<file path="config.mk">
export PLATFORM = sky130hd
export DESIGN_NAME = debounce_sync_flat
export DESIGN_NICKNAME = d
export VERILOG_FILES = /design/src/rtl/debounce_sync_if.sv /design/src/rtl/debounce_sync.sv /design/src/flat_wrapper.sv
export SDC_FILE = /design/constraint.sdc
export NUM_CORES = 1
export LEC_CHECK = 0
export CORE_ASPECT_RATIO = 0.75
export CORE_UTILIZATION = 25
export CTS_CLUSTER_DIAMETER = 120
export DETAILED_ROUTE_END_ITERATION = 8
export PLACE_DENSITY = 0.37
export SLEW_MARGIN = 10
export SYNTH_ARGS = -nofsm -noshare
export SYNTH_HDL_FRONTEND = slang
export SYNTH_SLANG_ARGS = --single-unit
</file>
<file path="constraint.sdc">
create_clock -name clk -period 5.15 [get_ports clk]
set_input_delay 1.03 -clock clk [delete_from_list [all_inputs] [get_ports clk]]
set_output_delay 1.03 -clock clk [all_outputs]
set_load 0.01 [all_outputs]
</file>
<file path="src/rtl/debounce_sync_if.sv">
// Debouncer signal bundle: raw input and sample tick in, debounced level,
// edge pulses and qualification status out.
interface debounce_sync_if;
   logic din;
   logic en;
   logic q;
   logic rise;
   logic fall;
   logic busy;

   // Producer of the raw input (the bench or the surrounding logic)
   modport master (
      output din,
      output en,
      input  q,
      input  rise,
      input  fall,
      input  busy
   );

   // The debouncer itself
   modport slave (
      input  din,
      input  en,
      output q,
      output rise,
      output fall,
      output busy
   );
endinterface

</file>
<file path="src/rtl/debounce_sync.sv">
// Two-flop synchronizer followed by a four-state qualification FSM.
// A new input level must be seen for STABLE_CNT enabled cycles before the
// debounced output q follows; rise/fall pulse for one cycle with the change.
// Any reversal of the synchronized level during qualification aborts it,
// whether or not the sample tick is high.
module debounce_sync #(
   parameter int CNT_W      = 16,
   parameter int STABLE_CNT = 50000
) (
   input  logic            clk,
   input  logic            rst,
   debounce_sync_if.slave  bus
);

   typedef enum logic [1:0] {
      IDLE_LO = 2'd0,
      CHK_HI  = 2'd1,
      IDLE_HI = 2'd2,
      CHK_LO  = 2'd3
   } state_t;

   // Last counter value of a qualification window; fits CNT_W since
   // STABLE_CNT never exceeds 2**CNT_W, so the counter never wraps.
   localparam logic [CNT_W-1:0] CNT_LAST = CNT_W'(STABLE_CNT - 1);

   logic             s1_reg;
   logic             s2_reg;
   state_t           state_reg;
   state_t           state_next;
   logic [CNT_W-1:0] cnt_reg;
   logic [CNT_W-1:0] cnt_next;
   logic             q_reg;
   logic             q_next;
   logic             rise_reg;
   logic             rise_next;
   logic             fall_reg;
   logic             fall_next;
   logic             busy_reg;
   logic             busy_next;

   // Synchronize the raw input every cycle, independent of the sample tick
   always_ff @(posedge clk or negedge rst) begin
      if (!rst) begin
         s1_reg <= 1'b0;
         s2_reg <= 1'b0;
      end else begin
         s1_reg <= bus.din;
         s2_reg <= s1_reg;
      end
   end

   // FSM state, counter and registered outputs
   always_ff @(posedge clk or negedge rst) begin
      if (!rst) begin
         state_reg <= IDLE_LO;
         cnt_reg   <= '0;
         q_reg     <= 1'b0;
         rise_reg  <= 1'b0;
         fall_reg  <= 1'b0;
         busy_reg  <= 1'b0;
      end else begin
         state_reg <= state_next;
         cnt_reg   <= cnt_next;
         q_reg     <= q_next;
         rise_reg  <= rise_next;
         fall_reg  <= fall_next;
         busy_reg  <= busy_next;
      end
   end

   // Next-state, counter and output decode; level reversal checked before en
   always_comb begin
      state_next = state_reg;
      cnt_next   = cnt_reg;
      q_next     = q_reg;
      rise_next  = 1'b0;
      fall_next  = 1'b0;
      case (state_reg)
         IDLE_LO: begin
            if (s2_reg) begin
               state_next = CHK_HI;
               cnt_next   = '0;
            end
         end
         CHK_HI: begin
            if (!s2_reg) begin
               state_next = IDLE_LO;
               cnt_next   = '0;
            end else if (bus.en) begin
               if (cnt_reg == CNT_LAST) begin
                  state_next = IDLE_HI;
                  cnt_next   = '0;
                  q_next     = 1'b1;
                  rise_next  = 1'b1;
               end else begin
                  cnt_next = cnt_reg + CNT_W'(1);
               end
            end
         end
         IDLE_HI: begin
            if (!s2_reg) begin
               state_next = CHK_LO;
               cnt_next   = '0;
            end
         end
         CHK_LO: begin
            if (s2_reg) begin
               state_next = IDLE_HI;
               cnt_next   = '0;
            end else if (bus.en) begin
               if (cnt_reg == CNT_LAST) begin
                  state_next = IDLE_LO;
                  cnt_next   = '0;
                  q_next     = 1'b0;
                  fall_next  = 1'b1;
               end else begin
                  cnt_next = cnt_reg + CNT_W'(1);
               end
            end
         end
         default: begin
            state_next = IDLE_LO;
            cnt_next   = '0;
         end
      endcase
      busy_next = (state_next == CHK_HI) || (state_next == CHK_LO);
   end

   assign bus.q    = q_reg;
   assign bus.rise = rise_reg;
   assign bus.fall = fall_reg;
   assign bus.busy = busy_reg;

endmodule
</file>
<file path="src/flat_wrapper.sv">
// flat-port wrapper written by rule: the top's interface ports become plain ports
module debounce_sync_flat 
#(
   parameter int CNT_W      = 16,
   parameter int STABLE_CNT = 50000
)
  (clk, rst, bus_din, bus_en, bus_q, bus_rise, bus_fall, bus_busy);
  debounce_sync_if bus_i ();
  input  logic clk;
  input  logic rst;
  input wire logic [$bits(bus_i.din)-1:0] bus_din;
  input wire logic [$bits(bus_i.en)-1:0] bus_en;
  output wire logic [$bits(bus_i.q)-1:0] bus_q;
  output wire logic [$bits(bus_i.rise)-1:0] bus_rise;
  output wire logic [$bits(bus_i.fall)-1:0] bus_fall;
  output wire logic [$bits(bus_i.busy)-1:0] bus_busy;
  assign bus_i.din = bus_din;
  assign bus_i.en = bus_en;
  assign bus_q = bus_i.q;
  assign bus_rise = bus_i.rise;
  assign bus_fall = bus_i.fall;
  assign bus_busy = bus_i.busy;
  debounce_sync #(.CNT_W(CNT_W), .STABLE_CNT(STABLE_CNT)) u_core (.clk(clk), .rst(rst), .bus(bus_i));
endmodule
</file>
; Word-level counts from Yosys, hierarchy flattened
; Cells that the tools add are included.
[totals]
register_bits = 24
input_bits = 4
output_inout_bits = 4
wordCells = 57
[op_classes]
addsub = 1
eq_ne = 14
mux = 29
reduce_logical = 5
[op_table]
columns = operator, count
row1 = $mux W16, 6
row2 = $pmux W16 S4, 1
row3 = $add A16 B1 Y16 const B, 1
row4 = $eq A16 B16 Y1 const B, 1
row5 = $mux W2, 8
row6 = $mux W1, 12
row7 = $ne A2 B1 Y1 const B, 4
row8 = $ne A2 B2 Y1 const B, 4
row9 = $pmux W2 S4, 1
row10 = $reduce_and A7 Y1, 1
row11 = $eq A2 B2 Y1 const B, 3
row12 = $eq A2 B1 Y1 const B, 2
row13 = $logic_not A2 Y1, 1
row14 = $pmux W1 S2, 1
row15 = $reduce_and A2 Y1, 1
row16 = $reduce_bool A2 Y1, 1
row17 = $logic_or A1 B1 Y1, 1

; Longest topological paths before layout
; Gate-level depths: netlist (run 1).
[depth]
ltp_word = 7
ltp_mapped = 7
mapped_depth_nobuf = 6

; Worst setup path after synthesis (run 1)
; OpenSTA, ideal clock, no wires.
[synth_path]
path_kind = input port to flip-flop
start = input bus_en
end = register u_core.cnt_reg[1]
setup_ns = 0.122
arrival_time_ns = 2.288
required_ns = 5.028
setup_slack_ns = 2.740
cell_stages = 6
n_path_buf = 1
path_cell_list = clkbuf_1 -> nand4_1 -> nor4_4 -> or2_2 -> o21ai_1 -> a32o_1
[synth_via]
elab_chain_cells = 3
word_cells_on_any_way = 4
cone_classes = 4 x mux
[synth_rtl]
columns = item, line
row1 = "start, declared", flat_wrapper.sv:12  ; input wire logic [$bits(bus_i.en)-1:0] bus_en;
row2 = $mux W16 *, n/a
row3 = "$mux W16, on equally long branches", n/a
row4 = $pmux W16 S4 *, n/a
row5 = "end signal, assigned", debounce_sync.sv:63  ; cnt_reg <= cnt_next;
row6 = "end, declared", debounce_sync.sv:30  ; logic [CNT_W-1:0] cnt_reg;
; Every way passes the cells marked *; elsewhere a longest branch is shown, timed or not.
; A chain may end at the register's enable or synchronous reset.

; Final worst setup path (run 1)
[layout_path]
start = input bus_en
end = register u_core.cnt_reg[6]
; The elaborated chain is that of the path after synthesis.

==> reports/results.ini, run 1 <==
[synthesis]
syn_avg_cell_area_um2=9.988
synth_commonest_cells=dfrtp_1, nand2_1, a31oi_1
synth_nets=121
syn_inst=116
seq_area_frac_synth_pct=49.68
synth_area_um2=1159
yosysWarnings=0
synth_edf_count=0
synthTopCellsByArea=dfrtp_1, a31oi_1, nand2_1
ys_types=38
ys_ff_latch=23
ys.flop_type=dfrtp_1
yosysTopAreaCell=dfrtp_1
synth_top_area_share_pct=49.68
async_flop_share_pct=100.0
synth_most_common_cell=dfrtp_1

[drt]
route.antenna.remaining_nets=0
vias=886
post-route-drc-count=0
wl_per_cell_um=14.03
wl_um=2526
post_drt_via_cell_ratio=4.922
first_pass_iters=5
drtIter0Drc=81

[cts]
htree_levels=1
cts_hold_buf=0
cts.sinks=23
clock_latency_ns=0.26
cts_resized=0
cts_buffer_depth=2
path_clk_slew_ns=0.08
clockRootBuffer=clkbuf_8
cts_buffers=3
postCtsSetupRepairBufs=0
cts_tree=yes

[run]
drv_cap=0

[floorplan]
die_h_um=60.96
start_util_pct=25.94
row_count=21
ios=8
dieArea_um2=4914
core_area_um2=4467
die_width_um=80.61

[worst_hold_path]
hold_path.class=flip-flop to flip-flop

[sta]
period_minus_slack_ns=2.787
rsz0062_at_grt=no
fin_worst_skew_ns=0.003435
whs_ns=0.3554
hold_violations=0
tns_ns=0
finalCritPeriodShare_pct=54.12
setup_viol=0
fmax_mhz=358.8
drv_slew=0
worst_slew_pin_slew_ns=0.8164
slew_headroom_pct=45.52

[setup_path]
path_cells=clkdlybuf4s50_1, nand4_1, nor4_4, nor2_2, o21ai_0, a31oi_1
cpPeakStageDelay_ns=0.65
setup.worst_path.end_class=flip-flop
crit_required_ns=5.34
worstSetupStartpointType=input pin
cp_slowest_cell=nor2_2
critPathKind=input pin to flip-flop
cp_top_family=simple AND/OR/NAND/NOR gates
worstPathMaxFanout=23
crit_buf_inv=1
arrival_ns=2.98

[layout]
num_antenna_cells=0
drive_gt1_share_pct=8.130
largest_reg_flops=16
final_core_util_pct=29.58
syn_to_final_growth_pct=14.04
nNetsFinal=129

[grt]
gr-usage-met1_pct=16.73
use_met3_pct=3.308
globalRouteTotalUtil_pct=11.72
grt_pass1_wl_um=4222
grt_pass1_vias=830
grt_use_met2_pct=17.68
gr-total-overflow=0
grt_antenna_before_repair=0
grt_max_degree=24
busiest_layer=met2

[pwr]
max-vdd-ir-drop_uv=112.0
p_leak_uw=0.0005511
power_density_nw_per_um2=241.7

[placement]
gp_congestion=0.7321
hpwlAfterDp_um=1759
io_buffers=7

[status]
status=complete, no violations

## cell type report
type | count | area [µm²]
well taps | 57 | 71.32
multi-input cells | 85 | 549.3
inverters | 4 | 15.01
fillers | 470 | 3146
flip-flops and latches | 23 | 575.6
clock buffers | 4 | 45.04
repair buffers | 7 | 65.06
## worst paths after layout
path / slack (ns) / to / from / cells after the start
worst max-delay path: 2.36 / u_core.cnt_reg[6]$_DFFE_PN0P_ / bus_en / 6
min in group asynchronous: 0.74 / u_core.cnt_reg[12]$_DFFE_PN0P_ / rst / 1
max in group asynchronous: 4.04 / u_core.cnt_reg[2]$_DFFE_PN0P_ / rst / 1
worst min register to register: 0.36 / u_core.s2_reg$_DFF_PN0_ / u_core.s1_reg$_DFF_PN0_ / 0
worst min-delay path: 0.36 / u_core.s2_reg$_DFF_PN0_ / u_core.s1_reg$_DFF_PN0_ / 0
worst max register to register: 3.02 / u_core.cnt_reg[6]$_DFFE_PN0P_ / u_core.cnt_reg[0]$_DFFE_PN0P_ / 6
## power by group
group	leakage [µW]	internal [µW]	switching (µW)
clock network	0.0000228	55.2	59.7
logic	0.000215	6.31	13.4
registers	0.000314	182	2.24
## placed cells by master, fill, tap and decap left out, types with 2 or more instances in the layout
cell type        count
nor2_1               7
o21ai_0              4
inv_1                4
nand3_1              7
or2_2                2
nor3b_1              2
a31oi_1             10
and4_1               2
and2_1               2
or4bb_1              2
clkdlybuf4s50_1      6
o2bb2ai_1            2
nand4_1              5
and3_1               2
clkbuf_8             3
a21oi_1              7
dfrtp_1             23
nand2_1             11
## logic make-up after synthesis
| family | share of synthesized area, % |
|---|---|
| AO/OA/AOI/OAI | 18.68 |
| XOR/XNOR | 1.512 |
| adder cells (fa/ha/maj) | 1.080 |
| buffers and inverters | 2.915 |
| flip-flops | 49.68 |
| multiplexers | 1.836 |
| AND/OR/NAND/NOR | 24.30 |
## per-layer routing
layer	up-vias	wire length, µm
li1	448	-
met1	424	1326
met2	12	1097
met3	2	81
met4	0	20
met5	-	0
## per-stage QoR
step / instances / area [µm²] / setup slack (ns) / total power, µW
after floorplan: 116 / 1159 / 2.740 / 199.3
after global placement: 176 / 1281 / 2.145 / 208.8
after detailed placement: 176 / 1281 / 2.083 / 209.0
after CTS: 180 / 1326 / 2.363 / 326.1
after global routing: 180 / 1321 / 2.136 / 332.3
final: 180 / 1321 / 2.363 / 319.3
## worst register-to-register path, cell delays in order (launching register included)
cell and delay [ns]:
dfrtp_1 0.42, ha_1 0.26, nand4_1 0.20, nor4_4 0.10, nor2_2 0.65, o21ai_0 0.23, a31oi_1 0.21
Note: power is estimated with default switching activity, not from simulation.
==> run 2, diff against run 1 <==
==> constraint.sdc (replaced) <==
create_clock -name clk -period 2.6 [get_ports clk]
set_input_delay 0.52 -clock clk [delete_from_list [all_inputs] [get_ports clk]]
set_output_delay 0.52 -clock clk [all_outputs]
set_load 0.01 [all_outputs]
==> reports/results.ini, run 2 (synthesis results as in run 1) <==
[floorplan]
start_util_pct=25.94
dieArea_um2=4914
row_count=21
die_h_um=60.96
die_width_um=80.61
ios=8
core_area_um2=4467

[cts]
path_clk_slew_ns=0.08
cts_hold_buf=0
clock_latency_ns=0.26
cts_buffers=3
cts_buffer_depth=2
postCtsSetupRepairBufs=0
clockRootBuffer=clkbuf_8
cts_tree=yes
htree_levels=1
cts_resized=0
cts.sinks=23

[sta]
hold_violations=0
rsz0062_at_grt=no
worst_slew_pin_slew_ns=0.8572
finalCritPeriodShare_pct=81.90
period_minus_slack_ns=2.129
fin_worst_skew_ns=0.002490
tns_ns=0
slew_headroom_pct=42.79
setup_viol=0
drv_slew=0
fmax_mhz=469.6

[setup_path]
cp_slowest_cell=nor2_2
cpPeakStageDelay_ns=0.68
arrival_ns=2.32
setup.worst_path.end_class=flip-flop
cp_top_family=simple AND/OR/NAND/NOR gates
worstPathMaxFanout=23
crit_buf_inv=0
crit_required_ns=2.79
critPathKind=flip-flop to flip-flop
worstSetupStartpointType=flip-flop
path_cells=ha_1, nand4_1, nor4_4, nor2_2, o21ai_0, a31oi_1

[grt]
gr-total-overflow=0
grt_antenna_before_repair=0
grt_pass1_wl_um=4595
grt_pass1_vias=868
grt_max_degree=24
globalRouteTotalUtil_pct=12.75

[drt]
wl_per_cell_um=14.47
post_drt_via_cell_ratio=5.098
first_pass_iters=4
post-route-drc-count=0
drtIter0Drc=58
wl_um=2663
vias=938
route.antenna.remaining_nets=0

[layout]
num_antenna_cells=0
final_cells=184
drive_gt1_share_pct=10.24
syn_to_final_growth_pct=17.06
largest_reg_flops=16
nNetsFinal=133
final_cell_mix=dfrtp_1, nand2_1, a31oi_1
fillers=465
layout_commonest_cell=dfrtp_1
design_area_um2=1356

[placement]
gp_congestion=0.7048
numPlacedInstances=180
placed_area_um2=1311
io_buffers=7
hpwlAfterDp_um=1836

[pwr]
p_leak_uw=0.0005716
power_density_nw_per_um2=467.2
max-vdd-ir-drop_uv=154.0

[worst_hold_path]
hold_path.class=flip-flop to flip-flop

[status]
status=complete, no violations

[run]
drv_cap=0

-- run 2: cell types whose count changed in the layout (fill, tap and decap cells not counted), sizes merged --
| cell | before | now |
|---|---|---|
| clkdlybuf4s50 | 6 | 7 |
| buf | 1 | 4 |
-- run 2: stage by stage --
stage	setup WS, ns	hold slack [ns]	utilization (%)	total power (µW)
3_5_place_dp	0.2022	0.3385	29.36	417.2
2_1_floorplan	0.6889	0.2244	-	394.7
4_1_cts	0.4547	0.3597	30.36	647.9
3_3_place_gp	0.2552	0.3341	29.36	416.5
5_1_grt	0.2163	0.3613	30.36	665.4
6_report	0.4706	0.3559	30.36	633.7
-- run 2: layer usage --
layer | up-vias | global-route usage [%] | routed length [µm]
met5 | - | 0 | 0
met4 | 0 | 3.316 | 42
met3 | 4 | 3.609 | 87
met2 | 14 | 19.13 | 1157
met1 | 459 | 18.10 | 1374
li1 | 461 | - | -
-- run 2: path summary, 6_finish.rpt --
check / startpoint / to / slack (ns) / depth (start not counted)
worst max-delay path: u_core.cnt_reg[0]$_DFFE_PN0P_ / u_core.cnt_reg[6]$_DFFE_PN0P_ / 0.47 / 6
worst min-delay path: u_core.s1_reg$_DFF_PN0_ / u_core.s2_reg$_DFF_PN0_ / 0.36 / 0
worst max register to register: u_core.cnt_reg[0]$_DFFE_PN0P_ / u_core.cnt_reg[6]$_DFFE_PN0P_ / 0.47 / 6
worst min register to register: u_core.s1_reg$_DFF_PN0_ / u_core.s2_reg$_DFF_PN0_ / 0.36 / 0
max in group asynchronous: rst / u_core.bus.q$_DFFE_PN0P_ / 1.75 / 2
min in group asynchronous: rst / u_core.cnt_reg[11]$_DFFE_PN0P_ / 0.62 / 2
-- run 2: where the power goes --
group	switching [µW]	internal, µW
Combinational	27.5	15.3
Sequential	4.38	361
Clock	116	109
Total	148	486
-- run 2: cell type report --
cell class,instances,area (µm²),area share [%]
sequential,23,575.6,42.44
clock buffer,4,45.04,3.321
tap,57,71.32,5.258
multi-input combinational,85,549.3,40.50
timing repair buffer,11,100.1,7.380
inverter,4,15.01,1.107
-- run 2: worst reg2reg max path: stages (launching register included) --
cell and delay, ns:
dfrtp_1 0.43, ha_1 0.25, nand4_1 0.19, nor4_4 0.09, nor2_2 0.68, o21ai_0 0.21
a31oi_1 0.20
